===== config.mk =====
export PLATFORM = sky130hd
export DESIGN_NAME = ex_div_ctrl
export DESIGN_NICKNAME = d
export VERILOG_FILES = /design/src/rtl/ex_div_ctrl.sv
export SDC_FILE = /design/constraint.sdc
export NUM_CORES = 1
export LEC_CHECK = 0
export CAP_MARGIN = 20
export CORE_AREA = 2 2 137 139
export DETAILED_ROUTE_END_ITERATION = 7
export DIE_AREA = 0 0 139 141
export HOLD_SLACK_MARGIN = 0.03
export PLACE_DENSITY = 0.9
export REMOVE_ABC_BUFFERS = 1
export SLEW_MARGIN = 20
export SYNTH_ARGS = -nofsm -noshare
export SYNTH_HDL_FRONTEND = slang
export SYNTH_SLANG_ARGS = --single-unit
export TNS_END_PERCENT = 30

===== constraint.sdc =====
create_clock -name clk -period 3.9 [get_ports clk]
set_input_delay 0.39 -clock clk [delete_from_list [all_inputs] [get_ports clk]]
set_output_delay 0.39 -clock clk [all_outputs]
set_load 0.02 [all_outputs]

===== src/rtl/ex_div_ctrl.sv =====
// ex_div_ctrl: radix-2 restoring divide sequencer beside the EX stage. It produces one quotient bit
// per clock and holds stall_req while busy. Signed DIV support is enabled by defining EX_DIV_SIGNED_EN.
module ex_div_ctrl #(
   parameter int DATA_W = 32,
   parameter int CNT_W  = 6
) (
   input  logic              clk,
   input  logic              rst,
   input  logic              start,
   input  logic              signed_op,
   input  logic [DATA_W-1:0] dividend,
   input  logic [DATA_W-1:0] divisor,
   input  logic              cancel,
   output logic              stall_req,
   output logic              result_valid,
   output logic [DATA_W-1:0] quotient,
   output logic [DATA_W-1:0] remainder
);
   typedef enum logic [1:0] {S_IDLE, S_BUSY, S_DZERO, S_DONE} state_t;

   localparam logic [CNT_W-1:0] LAST_CNT = CNT_W'(DATA_W - 1);

   state_t            r_state;
   state_t            w_state_next;
   logic [CNT_W-1:0]  r_cnt;
   logic [DATA_W-1:0] r_rem;
   logic [DATA_W-1:0] r_dvd;
   logic [DATA_W-1:0] r_dvs;
   logic [DATA_W-1:0] r_raw_dvd;
   logic [DATA_W-1:0] r_quo;
   logic [DATA_W-1:0] r_rmd;
   logic              r_valid;

   logic              w_accept;
   logic              w_last;
   logic              w_q_bit;
   logic [DATA_W:0]   w_rem_sh;
   logic [DATA_W:0]   w_trial;
   logic [DATA_W:0]   w_rem_mux;
   logic [DATA_W-1:0] w_rem_next;
   logic [DATA_W-1:0] w_dvd_next;
   logic [DATA_W-1:0] w_abs_dvd;
   logic [DATA_W-1:0] w_abs_dvs;
   logic [DATA_W-1:0] w_quo_fix;
   logic [DATA_W-1:0] w_rem_fix;

   assign w_accept = start & ~cancel;
   assign w_last   = (r_cnt == LAST_CNT);

   // Shifted remainder is one bit wider so its MSB survives the trial compare.
   // The kept remainder is always below the divisor, so its top bit is zero.
   assign w_rem_sh   = {r_rem, r_dvd[DATA_W-1]};
   assign w_trial    = w_rem_sh - {1'b0, r_dvs};
   assign w_q_bit    = (w_rem_sh >= {1'b0, r_dvs});
   assign w_rem_mux  = w_q_bit ? w_trial : w_rem_sh;
   assign w_rem_next = w_rem_mux[DATA_W-1:0];
   assign w_dvd_next = {r_dvd[DATA_W-2:0], w_q_bit};

`ifdef EX_DIV_SIGNED_EN
   logic w_neg_dvd;
   logic w_neg_dvs;
   logic r_neg_q;
   logic r_neg_r;
   logic w_unused_msb;

   assign w_neg_dvd    = signed_op & dividend[DATA_W-1];
   assign w_neg_dvs    = signed_op & divisor[DATA_W-1];
   assign w_abs_dvd    = w_neg_dvd ? (~dividend + 1'b1) : dividend;
   assign w_abs_dvs    = w_neg_dvs ? (~divisor + 1'b1) : divisor;
   assign w_quo_fix    = r_neg_q ? (~w_dvd_next + 1'b1) : w_dvd_next;
   assign w_rem_fix    = r_neg_r ? (~w_rem_next + 1'b1) : w_rem_next;
   assign w_unused_msb = w_rem_mux[DATA_W];

   always_ff @(posedge clk) begin
      if (rst) begin
         r_neg_q <= 1'b0;
         r_neg_r <= 1'b0;
      end else if (r_state == S_IDLE && w_accept) begin
         r_neg_q <= w_neg_dvd ^ w_neg_dvs;
         r_neg_r <= w_neg_dvd;
      end
   end
`else
   logic [1:0] w_unused_sig;

   assign w_abs_dvd    = dividend;
   assign w_abs_dvs    = divisor;
   assign w_quo_fix    = w_dvd_next;
   assign w_rem_fix    = w_rem_next;
   assign w_unused_sig = {signed_op, w_rem_mux[DATA_W]};
`endif

   always_ff @(posedge clk) begin
      if (rst) begin
         r_state <= S_IDLE;
      end else begin
         r_state <= w_state_next;
      end
   end

   always_comb begin
      w_state_next = r_state;
      stall_req    = 1'b0;
      case (r_state)
         S_IDLE: begin
            if (w_accept) begin
               stall_req    = 1'b1;
               w_state_next = (divisor == '0) ? S_DZERO : S_BUSY;
            end
         end
         S_BUSY: begin
            stall_req = 1'b1;
            if (cancel) begin
               w_state_next = S_IDLE;
            end else if (w_last) begin
               w_state_next = S_DONE;
            end
         end
         S_DZERO: begin
            stall_req    = 1'b1;
            w_state_next = cancel ? S_IDLE : S_DONE;
         end
         default: begin
            w_state_next = S_IDLE;
         end
      endcase
   end

   // Result registers load on the edge entering DONE, so the valid pulse and data coincide.
   always_ff @(posedge clk) begin
      if (rst) begin
         r_cnt     <= '0;
         r_rem     <= '0;
         r_dvd     <= '0;
         r_dvs     <= '0;
         r_raw_dvd <= '0;
         r_quo     <= '0;
         r_rmd     <= '0;
         r_valid   <= 1'b0;
      end else begin
         r_valid <= 1'b0;
         case (r_state)
            S_IDLE: begin
               if (w_accept) begin
                  r_rem     <= '0;
                  r_dvd     <= w_abs_dvd;
                  r_dvs     <= w_abs_dvs;
                  r_raw_dvd <= dividend;
                  r_cnt     <= '0;
               end
            end
            S_BUSY: begin
               if (!cancel) begin
                  r_rem <= w_rem_next;
                  r_dvd <= w_dvd_next;
                  r_cnt <= r_cnt + 1'b1;
                  if (w_last) begin
                     r_quo   <= w_quo_fix;
                     r_rmd   <= w_rem_fix;
                     r_valid <= 1'b1;
                  end
               end
            end
            S_DZERO: begin
               if (!cancel) begin
                  r_quo   <= '1;
                  r_rmd   <= r_raw_dvd;
                  r_valid <= 1'b1;
               end
            end
            default: begin
            end
         endcase
      end
   end

   assign result_valid = r_valid;
   assign quotient     = r_quo;
   assign remainder    = r_rmd;

endmodule


## After elaboration in Yosys (flattened, before gate mapping)

Index checks and enable logic that the tools add are counted.

| word-level totals | value |
|---|---|
| bits in registers | 201 |
| input port bits | 69 |
| output and inout bits | 66 |
| logic and storage cells | 61 |

| cells by class | value |
|---|---|
| add/subtract/negate cells | 2 |
| magnitude comparators | 1 |
| equal/unequal tests | 8 |
| muxes and demuxes | 30 |
| bitwise gates (word level) | 2 |
| reductions and logical operators | 9 |

Operators by type and width:

| kind | count |
|---|---|
| 2-to-1 mux 32 bit | 11 |
| case mux 32 bit (2 select lines) | 4 |
| >= comparator 33 x 32 -> 1 bit | 1 |
| zero test 32 bit | 1 |
| subtractor 32 bit | 1 |
| 2-to-1 mux 6 bit | 2 |
| case mux 6 bit (2 select lines) | 1 |
| 2-to-1 mux 2 bit | 5 |
| != test 2 bit (second input constant) | 4 |
| adder 6 x 1 -> 6 bit (second input constant) | 1 |
| equality test 6 x 5 -> 1 bit (second input constant) | 1 |
| case mux 2 bit (3 select lines) | 1 |
| 2-to-1 mux 1 bit | 4 |
| case mux 1 bit (2 select lines) | 2 |
| AND reduction 2 bit | 2 |
| AND reduction 4 bit | 1 |
| nonzero test 2 bit | 2 |
| != test 3 bit (second input constant) | 1 |
| AND reduction 3 bit | 1 |
| equality test 2 x 1 -> 1 bit (second input constant) | 1 |
| equality test 2 bit (second input constant) | 1 |
| zero test 2 bit | 1 |
| OR reduction 2 bit | 1 |
| bitwise AND 1 bit | 1 |
| NOT 1 bit | 1 |

## Longest topological paths before layout

| depth | value |
|---|---|
| depth after elaboration | 5 |
| gate-level depth with buffers | 14 |
| gate-level depth less buffers | 13 |

## Least setup slack after synthesis

No wires, ideal clock.

| path | value |
|---|---|
| path kind | flip-flop to flip-flop |
| from | register r_dvd[31] |
| to | register r_rmd[28], in the netlist remainder[28] |
| setup time | 101 ps |
| data arrival time | 2766 ps |
| required time | 3799 ps |
| path slack | 1033 ps |
| stages on the path, launching flop included | 14 |
| path buffers | 0 |
| period minus slack after synthesis | 2867 ps |
| path through | dfxtp_1 inv_1 ha_1 inv_1 fa_1 a211oi_1 nor2_1 o221ai_1 o21ai_0 a21o_1 a221oi_1 xnor2_1 a21oi_1 o41ai_1 |

| between the ends | value |
|---|---|
| cells in the longest elaborated chain, start to end | 5 |
| elaborated cells on any way between the ends | 6 |
| those cells by class | 1 x add/sub; 1 x order compare; 4 x mux |

Ends and longest elaborated chain:

| item | line | text |
|---|---|---|
| start, declared | 27 | `logic [DATA_W-1:0] r_dvd;` |
| start signal, assigned | 146 | `r_dvd <= w_abs_dvd;` |
| start signal, assigned | 155 | `r_dvd <= w_dvd_next;` |
| subtractor 32 bit or >= comparator 33 x 32 -> 1 bit (tied branches) | 53, 54 |  |
| 2-to-1 mux 32 bit (*) | 55 | `assign w_rem_mux = w_q_bit ? w_trial : w_rem_sh;` |
| 2-to-1 mux 32 bit (*) | 157 | `if (w_last) begin` |
| 2-to-1 mux 32 bit (*) | 153 | `if (!cancel) begin` |
| case mux 32 bit (2 select lines) (*) | 142 | `case (r_state)` |
| end signal, assigned | 159 | `r_rmd <= w_rem_fix;` |
| end signal, assigned | 167 | `r_rmd <= r_raw_dvd;` |
| end, declared | 31 | `logic [DATA_W-1:0] r_rmd;` |

Mark *: on every way between the ends. The rest lies on a longest branch, timed or not. The select of a mux whose other input is x is not followed.
A chain may end at the register's enable or synchronous reset.

## Final worst setup path

Ends and elaborated chain as after synthesis.

==> parameters.txt <==
Parameter                              Value

Critical path
  Critical Path Fanout Max    3
  Endpoint type of the worst setup path    flip-flop
  Startpoint Class    flip-flop
  Start-to-end type of the worst setup path    reg2reg
  Startpoint of the lowest-slack register-to-register path    r_dvd[31]
  Data required time of the worst path    4280 ps
  Worst R2R Setup Slack    480 ps
  Endpoint of the worst register-to-register path    remainder[28]
  Worst reg2reg path depth    13
  Critical Path AT    3800 ps

Die
  Standard-cell rows    50
  Horizontal die dimension    139 um
  Number of placed I/O pins    135
  Total Die Area    19600 um2
  Effective utilization at floorplan    0.549
  CORE AREA    18300 um2
  Die Ht    141 um

STA
  Final setup viols    0
  Slew HR    0.435
  Timing-limited maximum frequency    292 MHz
  Max-slew violation total from the final report    0
  Time the worst path needs with I/O delays and setup    3420 ps
  Worst Max-Slew Pin Slew    847 ps
  Hold violation total from the final report    0
  Final setup margin    479 ps
  Summed negative setup slack over all endpoints    0 ps
  Smallest hold slack    163 ps
  Clock skew    12.0 ps
  Setup repair after global routing missed its margin    no
  Crit share post-route    0.877

Clock network
  Hold-fix buffers at CTS    0
  Clock tree from TritonCTS    built
  Clock Path Buffers    3
  Root buffer cell    sky130_fd_sc_hd__clkbuf_16
  # resized after CTS    0
  Number of H-tree levels    1
  Number of setup buffers added after CTS    0
  Clock sinks    201
  Worst-skew pair later-pin latency    500 ps
  Clk pin slew, worst setup/hold paths    60 ps
  Number of buffers inserted during clock tree synthesis    22

Global routing
  Largest net degree at the start of global routing    81
  GRT Resource Usage Total    0.280
  Number of antenna violations at the first check in global routing    0
  Via count of the first global-routing pass    9049
  Total congestion overflow after global routing    0
  First-pass GRT wire length    45400 um

Power
  Largest vdd supply drop    0.434 mV
  Total chip power    6.74 mW
  Leakage component of the power    4.59 nW
  Power Dens Cells    556 nW/um2

Placed design
  Worst setup slack before clock tree synthesis    583 ps
  Half-perimeter wire length after detailed placement    19200 um
  Routability-driven placement congestion ratio    0.920
  Quantity of I/O buffers inserted on ports    133
  Area after detailed placement    11400 um2
  Placed cell count    1499

Layout
  Fraction of layout instances using a drive strength above 1    0.104
  Number of nets at the end of the flow    1396
  Highest-count cells in the layout ignoring fill and taps    sky130_fd_sc_hd__dfxtp_1 (201), sky130_fd_sc_hd__nand2_1 (195), sky130_fd_sc_hd__a21oi_1 (138), sky130_fd_sc_hd__clkdlybuf4s50_1 (132), sky130_fd_sc_hd__nor2_1 (131)
  Layout Utilization    0.663
  Count of placed standard cells in the final layout, fillers left out    1537
  ANT cells    0
  Most frequent standard cell in the layout excluding fill and tap cells    sky130_fd_sc_hd__dfxtp_1
  Layout-stage area growth over the synthesis result    20.7%
  Post-route cell area    12100 um2

Worst hold path
  Number of cells traversed by the worst hold path    2
  Worst min-delay path endpoint    r_state[1]
  Hold crit path type    in2reg
  Worst Hold Launch    rst

Route
  Drt first-iter violations    869
  Detailed-route via count    9390
  Routed vias/inst    6.11
  ANT nets after route    0
  Final routed DRC violation total    0
  Routed Wire Length    28100 um
  Routed metal-1 wirelength    11100 um
  Routed met2 length    13700 um
  Detailed-routed wire length on met3    2020 um
  Uppermost layer routed    met4
  Initial DRT Pass Iterations    5
  Routed WL per cell    18.3 um

Synth
  Average cell area after synthesis    8.32 um2
  Count of flip-flops with a built-in enable after synthesis    0
  Part of the Yosys area used for sequential elements    0.401
  Mapped Area    10000 um2
  Most used flip-flop cell after synthesis    sky130_fd_sc_hd__dfxtp_1
  Share of synthesized flip-flops with an asynchronous set or reset    0
  Adder and majority gate portion of the synthesized area    0.0481
  Xor-xnor portion of the synthesized cell area    0.0271
  Synthesis Warnings    0
  Synth Instances    1206
  Main combinational cell family by area after synthesis    compound AO/OA/AOI/OAI gates
  Portion of netlist area occupied by mux cells    0.0379
  Area share of and/or/nand/nor cells after synthesis    0.178
  Compound-gate portion of the synthesized area    0.250
  Distinct cell type count after synthesis    69
  FF+latch count, synth    201

Run status
  Status    complete, no violations

Run
  Max capacitance violation total    0
-- worst max-delay path by stage --
stage               startpoint       endpoint  slack [ps]
floorplan           r_state[0]  remainder[27]       -2720
global placement     r_dvs[16]   remainder[3]         720
detailed placement   r_dvd[31]  remainder[28]         580
CTS                  r_dvd[31]  remainder[28]         510
global route         r_dvd[31]  remainder[28]         150
finish               r_dvd[31]  remainder[28]         480
-- power by group --
group / leakage, nW / switching [mW] / total, mW / internal, mW
Clock: 0.332 / 0.832 / 1.99 / 1.15
Sequential: 1.63 / 0.0914 / 2.27 / 2.18
Combinational: 2.63 / 1.42 / 2.48 / 1.06
-- registers in the layout, summed over array words and instances, names as in the netlist --
name and cells:
r_rem 32, r_cnt 6, remainder 32, r_dvs 32
r_state 2, quotient 32, result_valid 1, r_raw_dvd 32
r_dvd 32
-- synthesized netlist by cell type (4+ instances only) --
master                       n  area [um2]
sky130_fd_sc_hd__a21oi_1   139         696
sky130_fd_sc_hd__dfxtp_1   201        4020
sky130_fd_sc_hd__nand2_1   195         732
sky130_fd_sc_hd__a221oi_1   33         289
sky130_fd_sc_hd__o21bai_1    4        30.0
sky130_fd_sc_hd__inv_1      43         161
sky130_fd_sc_hd__o211ai_2   15         188
sky130_fd_sc_hd__mux2i_1     8        80.1
sky130_fd_sc_hd__nand2b_1   21         131
sky130_fd_sc_hd__buf_1      17        63.8
sky130_fd_sc_hd__o211ai_1    6        45.0
sky130_fd_sc_hd__clkbuf_1   62         233
sky130_fd_sc_hd__mux2_4     17         255
sky130_fd_sc_hd__xnor2_1    18         158
sky130_fd_sc_hd__a211oi_1   10        75.1
sky130_fd_sc_hd__o21ai_1     4        20.0
sky130_fd_sc_hd__a22oi_1    21         158
sky130_fd_sc_hd__a31oi_1     5        31.3
sky130_fd_sc_hd__o21ai_0    36         180
sky130_fd_sc_hd__or3_1       8        50.1
sky130_fd_sc_hd__ha_1       37         463
sky130_fd_sc_hd__a21o_1     15         113
sky130_fd_sc_hd__nor4_1     10        62.6
sky130_fd_sc_hd__xor2_1     13         114
sky130_fd_sc_hd__o221a_2    31         349
sky130_fd_sc_hd__nor2_1    131         492
sky130_fd_sc_hd__nand3_1     8        40.0
sky130_fd_sc_hd__o31ai_1     4        30.0
sky130_fd_sc_hd__buf_2       7        35.0
sky130_fd_sc_hd__o21a_1      5        37.5
sky130_fd_sc_hd__nand4_1    16         100
sky130_fd_sc_hd__nor3_1      7        35.0
-- layer usage --
layer,vias up,GRT usage
met2,416,0.490
met5,-,0
met3,97,0.0421
met4,0,0.120
li1,4427,-
met1,4450,0.343
-- layout make-up --
cell class	count	area (um2)
sequential	201	4020
inverter	44	165
multi-input combinational	868	5450
timing repair buffer	152	1500
clock inverter	5	33.8
clock buffer	33	653
fill	1453	6150
tap	234	293
-- critical path: stages, from the launching register on --
cell and delay [ps]:
sky130_fd_sc_hd__dfxtp_1 320, sky130_fd_sc_hd__inv_1 80, sky130_fd_sc_hd__ha_1 180, sky130_fd_sc_hd__inv_1 60
sky130_fd_sc_hd__fa_1 450, sky130_fd_sc_hd__a211oi_1 340, sky130_fd_sc_hd__nor2_1 140, sky130_fd_sc_hd__o221ai_1 250
sky130_fd_sc_hd__o21ai_0 210, sky130_fd_sc_hd__a21o_1 260, sky130_fd_sc_hd__a221oi_1 310, sky130_fd_sc_hd__xnor2_1 210
sky130_fd_sc_hd__a21oi_1 130, sky130_fd_sc_hd__o41ai_1 340
-- kinds of logic (layout without fill, tap and decap cells) --
kind of cell             count (synthesis)  count (layout)
AND/OR/NAND/NOR                        415             415
AO/OA/AOI/OAI                          355             355
flip-flops                             201             201
multiplexers                            29              29
buffers and inverters                  137             234
XOR/XNOR                                31              31
adder cells (fa/ha/maj)                 38              38
No activity file was read; power rests on OpenSTA's default activity.
